--- config.mk ---
export PLATFORM = sky130hd
export DESIGN_NAME = alu_mul_seq
export DESIGN_NICKNAME = d
export VERILOG_FILES = /design/src/rtl/alu_mul_seq.sv
export SDC_FILE = /design/constraint.sdc
export NUM_CORES = 1
export LEC_CHECK = 0
export ABC_AREA = 1
export ABC_CLOCK_PERIOD_IN_PS = 2200
export CAP_MARGIN = 15
export CORE_MARGIN = 8
export CORE_UTILIZATION = 48
export CTS_BUF_LIST = sky130_fd_sc_hd__clkbuf_4 sky130_fd_sc_hd__clkbuf_8
export CTS_CLUSTER_SIZE = 12
export DETAILED_ROUTE_END_ITERATION = 6
export GPL_TIMING_DRIVEN = 0
export PLACE_DENSITY = 0.88
export RECOVER_POWER = 50
export SYNTH_ARGS = -nofsm -noshare
export SYNTH_HDL_FRONTEND = slang
export SYNTH_SLANG_ARGS = --single-unit
--- constraint.sdc ---
create_clock -name clk -period 2.2 [get_ports clk]
set_input_delay 0.44 -clock clk [delete_from_list [all_inputs] [get_ports clk]]
set_output_delay 0.44 -clock clk [all_outputs]
set_load 0.02 [all_outputs]
--- src/rtl/alu_mul_seq.sv ---
// Sequential 32x32 unsigned shift-add multiplier that borrows an external shared ALU
// for its per-iteration addition; 32 RUN cycles, then a one-cycle done pulse.
module alu_mul_seq (
    input  logic        clk,
    input  logic        rst,
    input  logic        start,
    input  logic [31:0] mcand,
    input  logic [31:0] mplier,
    output logic        busy,
    output logic        done,
    output logic [63:0] product,
    output logic [31:0] alu_src1,
    output logic [31:0] alu_src2,
    output logic [3:0]  alu_ctrl,
    input  logic [31:0] alu_result,
    input  logic        alu_cout
);

    typedef enum logic [1:0] {
        S_IDLE,
        S_RUN,
        S_DONE
    } state_t;

    state_t      r_state;
    state_t      w_state_nxt;
    logic [4:0]  r_cnt;
    logic        r_c;
    logic [31:0] r_hi;
    logic [31:0] r_lo;
    logic [31:0] r_mc;
    logic [63:0] r_product;
    logic [31:0] w_hi_nxt;
    logic [31:0] w_lo_nxt;

    always_ff @(posedge clk) begin
        if (rst) r_state <= S_IDLE;
        else     r_state <= w_state_nxt;
    end

    always_comb begin
        w_state_nxt = r_state;
        busy        = 1'b0;
        done        = 1'b0;
        alu_src1    = '0;
        alu_src2    = '0;
        alu_ctrl    = 4'b0000;
        case (r_state)
            S_IDLE: begin
                if (start) w_state_nxt = S_RUN;
            end
            S_RUN: begin
                busy     = 1'b1;
                alu_src1 = r_hi;
                alu_src2 = r_mc;
                alu_ctrl = 4'b0010;
                if (r_cnt == 5'd31) w_state_nxt = S_DONE;
            end
            S_DONE: begin
                busy        = 1'b1;
                done        = 1'b1;
                w_state_nxt = S_IDLE;
            end
            default: w_state_nxt = S_IDLE;
        endcase
    end

    // 65-bit right shift of {c, hi, lo}; c is the top bit of the accumulator and is
    // always zero between iterations, so the non-add path shifts it in unchanged.
    always_comb begin
        if (r_lo[0]) {w_hi_nxt, w_lo_nxt} = {alu_cout, alu_result, r_lo[31:1]};
        else         {w_hi_nxt, w_lo_nxt} = {r_c, r_hi, r_lo[31:1]};
    end

    always_ff @(posedge clk) begin
        if (rst) begin
            r_cnt     <= '0;
            r_c       <= 1'b0;
            r_hi      <= '0;
            r_lo      <= '0;
            r_mc      <= '0;
            r_product <= '0;
        end else begin
            case (r_state)
                S_IDLE: begin
                    if (start) begin
                        r_mc  <= mcand;
                        r_hi  <= '0;
                        r_c   <= 1'b0;
                        r_lo  <= mplier;
                        r_cnt <= '0;
                    end
                end
                S_RUN: begin
                    r_hi  <= w_hi_nxt;
                    r_lo  <= w_lo_nxt;
                    r_c   <= 1'b0;
                    r_cnt <= r_cnt + 5'd1;
                    if (r_cnt == 5'd31) r_product <= {w_hi_nxt, w_lo_nxt};
                end
                default: ;
            endcase
        end
    end

    assign product = r_product;

endmodule

==> results.toml, run 1 <==
[status]
status = "finished, final reports clean"

[critical_path]
timing.critical_path.cells = "inv_2 > ha_4 > buf_6 > clkbuf_16 > clkbuf_16 > nand2_1 > inv_1 > buf_4"
crit_path_end_kind = "primary output"
cp.arrival_ns = 1.71
critical_path_buf_inv_count = 6
r2r_cells = 10
start_kind = "register"
worstReg2RegEnd = "r_lo[12]$_SDFFE_PP0P_"
reg2reg_setup_slack_ns = 0.17
critical-path-top-delay-family = "buffers and inverters"
maximum_fanout_along_the_worst_path = 6
timing.critical_path.mode_cell = "sky130_fd_sc_hd__clkbuf_16"
r2r-start = "r_state[1]$_SDFFE_PP0P_"
worst_ep_required_time_ns = 1.76
crit_type = "reg -> out"
timing.critical_path.slowest_cell_delay_ns = 0.35
critPathSlowestCell = "sky130_fd_sc_hd__dfxtp_2"

[floorplanning]
die_w_um = 139.1
rows = 45
die_height_um = 139.1
floorplan.initialDensity_pct = 48.55
coreArea_sq_um = 14980
die-area_sq_um = 19340
io-pin-count = 234

[placed_design]
hpwlAfterDp_um = 17490
port-buffer-count = 230
globalplace.congestion = 0.8698
placed_cells_incl_taps = 1513

[clock_network]
worst_skew_pair.late_latency_ns = 0.46
cts_buffers = 17
cts_root_buffer = "sky130_fd_sc_hd__clkbuf_8"
clk_pin_slew_ns = 0.09
clk_path_buf_depth = 2
cts_hold_repair.buffers = 0
htreeDepth = 4
clock_sinks = 167
tritoncts_clock_tree = "done"

[worst_hold_path]
start_point_of_the_worst_min_delay_path = "r_hi[28]$_SDFFE_PP0P_"
hold_path_class = "reg -> reg"
holdPathStages = 2
holdPathEnd = "r_hi[28]$_SDFFE_PP0P_"

[logic_synthesis]
syn-cell-area_sq_um = 7271
yosysSeqAreaShare_pct = 45.98
yosysUniqueCellTypes = 24
ys.warnings.count = 0
postSynthCellCount = 1093
ys_ff_latch = 167
avgSynthCellArea_sq_um = 6.652

[global_route]
number_of_antenna_violations_at_the_first_check_in_global_routing = 0
grt-ovfl-total = 0
grt_first_pass_wirelength_um = 37200
globalRouteTotalUtil_pct = 23.62
grt_max_degree = 17
vias_in_the_first_global_route = 7359

[routing]
firstDrtPassIters = 5
route.detailed.wl_per_inst_um = 15.12
antenna_violating_nets_post_route = 0
finalWirelength_um = 23500
detail_route.iter0.violations = 436
routed-via-count = 7699
drc = 0
via_per_inst = 4.954

[layout]
postLayoutCoreUtil_pct = 68.77
design.final.nets = 1458
number_of_standard_cells_in_the_layout_taps_in_and_fillers_out = 1554
ratio_of_cells_with_drive_above_1_in_the_final_layout_pct = 13.03
diodes = 0
flow.area_growth_from_synthesis_pct = 41.66
n_fill_cell = 1301

[timing]
rsz0062_at_grt = "true"
max-slew-margin-rel_pct = 65.85
worstMarginPinSlew_ns = 0.5123
final.setup_skew_ns = 0.009012
report.final.slew_viol_count = 0
layout_worst_path_cycle_share_pct = 97.70
fmax_mhz = 465.2
finalHoldViolations = 0
final_period_minus_worst_setup_slack_ns = 2.149
fin_tns_setup_ns = 0
setup_viol = 0
hold-worst-slack_ns = 0.4870

[pwr]
total_power_mw = 6.775
ir_drop_uv = 389.3
static-leakage-power_nw = 4.770
p_per_area_nw_per_um2 = 657.8

[run]
drv_cap = 0
## sequential cells by signal, indices dropped and copies added, names as in the netlist
name     flops
r_lo        32
r_hi        32
r_mc        32
r_state      2
product     64
r_cnt        5
## how the worst max path moves through the flow
| stage | depth (start not counted) | start | end | slack (ns) |
|---|---|---|---|---|
| 2_1_floorplan | 7 | r_state[1]$_SDFFE_PP0P_ | alu_src1[11] | 0.41 |
| 3_3_place_gp | 8 | r_state[1]$_SDFFE_PP0P_ | alu_src1[1] | -0.64 |
| 3_5_place_dp | 8 | r_state[1]$_SDFFE_PP0P_ | alu_src1[1] | -0.71 |
| 4_1_cts | 8 | r_state[1]$_SDFFE_PP0P_ | alu_src1[4] | 0.005 |
| 5_1_grt | 8 | r_state[1]$_SDFFE_PP0P_ | alu_src2[27] | -0.009 |
| 6_report | 8 | r_state[1]$_SDFFE_PP0P_ | alu_src2[21] | 0.05 |
## worst min-delay path, delay by kind of cell (launching register included)
| kind | cells | cell delay (ns) |
|---|---|---|
| flops | 1 | 0.33 |
| simple gates | 1 | 0.06 |
| compound gates | 1 | 0.05 |
## cells in the mapped netlist, drive strengths merged
| cell | number | share of area, % |
|---|---|---|
| clkbuf | 31 | 1.6 |
| buf | 44 | 3.5 |
| nand3 | 1 | 0.069 |
| clkinv | 1 | 0.052 |
| conb | 1 | 0.052 |
| nor2 | 258 | 14 |
| o21ai | 164 | 11 |
| a22oi | 1 | 0.10 |
| nand2 | 269 | 14 |
| ha | 5 | 0.86 |
| dfxtp | 167 | 46 |
| inv | 108 | 5.6 |
| a21oi | 41 | 3.0 |
| nand4 | 2 | 0.17 |
## cell usage in the layout (no fill, tap or decap), drive strengths merged
cell type	synthesis	final
clkbuf	31	49
ha	5	5
clkinvlp	0	2
nand2	269	269
dfxtp	167	167
nor2	258	258
buf	44	115
nand3	1	1
o21ai	164	164
conb	1	3
bufinv	0	5
a22oi	1	1
inv	108	109
clkdlybuf4s50	0	164
clkinv	1	8
a21oi	41	41
nand4	2	2
clkdlybuf4s15	0	1
dlygate4sd2	0	2
## layout make-up
class	instances	area, sq um	share of cell area (%)
repair buffers	239	2203	21.39
well taps	188	235.2	2.284
multi-input cells	744	3164	30.72
clock inverters	15	227.7	2.211
plain buffers	75	478.0	4.640
flip-flops and latches	167	3346	32.48
inverters	109	411.6	3.997
clock buffers	17	234.0	2.272
## metal layers
layer | up-vias | wire (um) | global-route usage, % | share of wire, %
met5 | - | 0 | 0 | 0
met2 | 316 | 11260 | 39.41 | 48
li1 | 3865 | - | - | -
met4 | 0 | 439 | 9.417 | 1.9
met3 | 32 | 2031 | 7.160 | 8.6
met1 | 3486 | 9772 | 27.89 | 42
## what timing repair did
item	in CTS	in global routing
setup buffers	5	2
setup endpoints to repair	67	60
gates resized for setup	328	19
endpoints found under the hold margin	0	0
gates cloned	0	2
## stage by stage
step | area [sq um] | setup WS, ns
final | 10300 | 0.05051
after global routing | 10300 | -0.009136
after CTS | 10190 | 0.004714
after detailed placement | 9816 | -0.7074
after global placement | 9816 | -0.6406
after floorplan | 7278 | 0.4122
## power by group
group	leakage (nW)	switching [mW]	internal [mW]	total [mW]
logic	3.18	0.578	0.452	1.03
clock network	0.226	1.16	1.36	2.52
registers	1.36	0.0807	3.15	3.23
total	4.77	1.82	4.96	6.78
## cell families (layout without fill, tap and decap cells)
kind of cell	count (synthesis)	in the layout	share of synthesized area (%)
and+or+nand+nor	530	530	27.96
buffers and inverters	184	455	10.77
other	1	3	0.05158
DFF	167	167	45.98
AOI/OAI and AO/OA	206	206	14.37
adders and majority gates	5	5	0.8604
(Power assumes the default switching activity.)
==> run 2: changes to the inputs <==
--- a/config.mk
+++ b/config.mk
@@ -14,6 +14,7 @@
 export CTS_CLUSTER_SIZE = 12
 export DETAILED_ROUTE_END_ITERATION = 6
 export GPL_TIMING_DRIVEN = 0
+export HOLD_SLACK_MARGIN = 0.02
 export PLACE_DENSITY = 0.88
 export RECOVER_POWER = 50
 export SYNTH_ARGS = -nofsm -noshare
==> results of run 2 <==
No change in the layout: final DEF, timing and power equal those of run 1.
==> run 3: changes to the inputs <==
--- a/config.mk
+++ b/config.mk
@@ -6,17 +6,18 @@
 export NUM_CORES = 1
 export LEC_CHECK = 0
 export ABC_AREA = 1
-export ABC_CLOCK_PERIOD_IN_PS = 2200
+export ABC_CLOCK_PERIOD_IN_PS = 2600
 export CAP_MARGIN = 15
 export CORE_MARGIN = 8
-export CORE_UTILIZATION = 48
+export CORE_UTILIZATION = 50
 export CTS_BUF_LIST = sky130_fd_sc_hd__clkbuf_4 sky130_fd_sc_hd__clkbuf_8
 export CTS_CLUSTER_SIZE = 12
 export DETAILED_ROUTE_END_ITERATION = 6
 export GPL_TIMING_DRIVEN = 0
 export HOLD_SLACK_MARGIN = 0.02
-export PLACE_DENSITY = 0.88
+export PLACE_DENSITY = 0.91
 export RECOVER_POWER = 50
+export SKIP_LAST_GASP = 1
 export SYNTH_ARGS = -nofsm -noshare
 export SYNTH_HDL_FRONTEND = slang
 export SYNTH_SLANG_ARGS = --single-unit
==> constraint.sdc (replaced) <==
create_clock -name clk -period 2.6 [get_ports clk]
set_input_delay 0.52 -clock clk [delete_from_list [all_inputs] [get_ports clk]]
set_output_delay 0.52 -clock clk [all_outputs]
set_load 0.02 [all_outputs]
==> run 3 against run 2 <==
  * Sequential cell count did not move
  * Largest cell class unchanged
  * Highest routed layer unchanged
  * Critical endpoint is now alu_src2[11]
  * Non-clock buffer count fell by 9
  * Sequential power fell by 15%
==> results.toml, run 3 (same netlist as run 1, synthesis figures left out) <==
[critical_path]
timing.critical_path.cells = "inv_1 > ha_1 > buf_6 > buf_8 > buf_4 > nand2_1 > inv_1 > clkdlybuf4s15_1"
worst_ep_required_time_ns = 2.08
worstSetupStartpoint = "r_state[1]$_SDFFE_PP0P_"
start_kind = "register"
cp.arrival_ns = 1.98
timing.critical_path.mode_cell = "sky130_fd_sc_hd__inv_1"
maximum_fanout_along_the_worst_path = 10
timing.critical_path.slowest_cell_delay_ns = 0.33
crit_type = "reg -> out"
critical-path-top-delay-family = "buffers and inverters"
critPathSlowestCell = "sky130_fd_sc_hd__dfxtp_1"
r2r-start = "r_state[0]$_SDFFE_PP0P_"
crit_path_end_kind = "primary output"
critical_path_buf_inv_count = 6

[clock_network]
cts_buffers = 17
worst_skew_pair.late_latency_ns = 0.46
cts_hold_repair.buffers = 0
clk_pin_slew_ns = 0.08
clk_path_buf_depth = 2
htreeDepth = 4
clock_sinks = 167
tritoncts_clock_tree = "done"
cts_setup_buffers = 0
cts_root_buffer = "sky130_fd_sc_hd__clkbuf_8"

[placed_design]
port-buffer-count = 230
globalplace.congestion = 0.8554
hpwlAfterDp_um = 17330

[routing]
finalWirelength_um = 23450
routed-via-count = 7686
firstDrtPassIters = 5
via_per_inst = 4.991
drc = 0
route.detailed.wl_per_inst_um = 15.23
antenna_violating_nets_post_route = 0
detail_route.iter0.violations = 569

[layout]
flow.area_growth_from_synthesis_pct = 39.32
multiInputGateArea_sq_um = 3129
n_fill_cell = 1211
largest_register_ff_count = 64
ratio_of_cells_with_drive_above_1_in_the_final_layout_pct = 8.260
diodes = 0
layout_commonest_cell = "sky130_fd_sc_hd__nand2_1"
mostFrequentLayoutCells = "sky130_fd_sc_hd__nand2_1 (268), sky130_fd_sc_hd__nor2_1 (253), sky130_fd_sc_hd__dfxtp_1 (167)"
design.final.nets = 1449
final-seq-area_sq_um = 3343

[timing]
fin_tns_setup_ns = 0
hold-worst-slack_ns = 0.4823
worstMarginPinSlew_ns = 0.5499
max-slew-margin-rel_pct = 63.34
final.setup_skew_ns = 0.01024
finalHoldViolations = 0
layout_worst_path_cycle_share_pct = 96.35
fmax_mhz = 399.2
report.final.slew_viol_count = 0
final_period_minus_worst_setup_slack_ns = 2.505
rsz0062_at_grt = "false"
setup_viol = 0

[floorplanning]
rows = 44
die-area_sq_um = 18660
die_height_um = 136.6
floorplan.initialDensity_pct = 50.60
io-pin-count = 234
coreArea_sq_um = 14370
die_w_um = 136.6

[global_route]
vias_in_the_first_global_route = 7420
grt-ovfl-total = 0
globalRouteTotalUtil_pct = 24.46
number_of_antenna_violations_at_the_first_check_in_global_routing = 0
grt_first_pass_wirelength_um = 36210
grt_max_degree = 17

[run]
drv_cap = 0

[worst_hold_path]
start_point_of_the_worst_min_delay_path = "r_hi[14]$_SDFFE_PP0P_"
hold_path_class = "reg -> reg"

[status]
status = "finished, final reports clean"

[pwr]
static-leakage-power_nw = 4.706
ir_drop_uv = 329.6
p_per_area_nw_per_um2 = 536.1
==> run 3: changes by cell type in the layout (fill, tap and decap cells not counted), moves of 13 or more <==
cell	previous run	this run
sky130_fd_sc_hd__dlygate4sd3_1	0	40
sky130_fd_sc_hd__clkdlybuf4s50_1	164	126
sky130_fd_sc_hd__buf_2	56	19
sky130_fd_sc_hd__clkdlybuf4s15_1	0	20
sky130_fd_sc_hd__clkbuf_1	28	41
sky130_fd_sc_hd__buf_4	35	8
sky130_fd_sc_hd__buf_6	18	5
sky130_fd_sc_hd__clkbuf_2	2	18
sky130_fd_sc_hd__clkdlybuf4s15_2	1	21
==> run 3: worst paths after layout <==
check	end	slack, ns	cells past startpoint
worst max-delay path	alu_src2[11]	0.1	8
worst min-delay path	r_hi[14]$_SDFFE_PP0P_	0.48	2
worst max register to register	r_lo[5]$_SDFFE_PP0P_	0.34	9
worst min register to register	r_hi[14]$_SDFFE_PP0P_	0.48	2
==> run 3: routing by layer <==
layer  up-vias  routed length [um]  track usage, %
li1       3841                   -               -
met1      3497                9373           28.10
met2       298               11390           41.46
met3        50                2041           7.048
met4         0                 650           10.74
met5         -                   0               0
==> run 3: where the power goes <==
part | internal (mW) | switching (mW)
clock | 0.952 | 0.932
sequential | 2.66 | 0.0682
combinational | 0.337 | 0.477
total | 3.95 | 1.48
==> run 3: worst reg2reg max path, delay by kind of cell (launching register included) <==
kind | cells | cell delay (ns)
DFF | 1 | 0.37
and+or+nand+nor | 4 | 0.75
adders and majority gates | 1 | 0.27
buffers and inverters | 4 | 0.80
==> run 3: layout make-up <==
type,count,area share [%]
plain buffers,75,3.804
clock buffers,23,2.940
clock inverters,8,0.9634
inverters,109,4.051
multi-input cells,744,30.89
flip-flops and latches,167,33.00
well taps,184,2.273
repair buffers,230,22.07
==> run 3: what timing repair did <==
| item | CTS | global route |
|---|---|---|
| gates resized for setup | 145 | 32 |
| endpoints found under the setup margin | 64 | 60 |
| pin swaps | 0 | 0 |
==> run 3: per-stage QoR <==
stage / setup WS (ns) / cells / power [mW] / instance area (sq um) / utilization, %
2_1_floorplan: 0.7322 / 1095 / 3.249 / 7278 / -
3_3_place_gp: -0.3128 / 1509 / 3.587 / 9811 / 68.28
3_5_place_dp: -0.3344 / 1509 / 3.607 / 9811 / 68.28
4_1_cts: -0.05392 / 1540 / 5.439 / 10240 / 71.28
5_1_grt: 0.003427 / 1540 / 5.631 / 10130 / 70.50
6_report: 0.09502 / 1540 / 5.430 / 10130 / 70.50
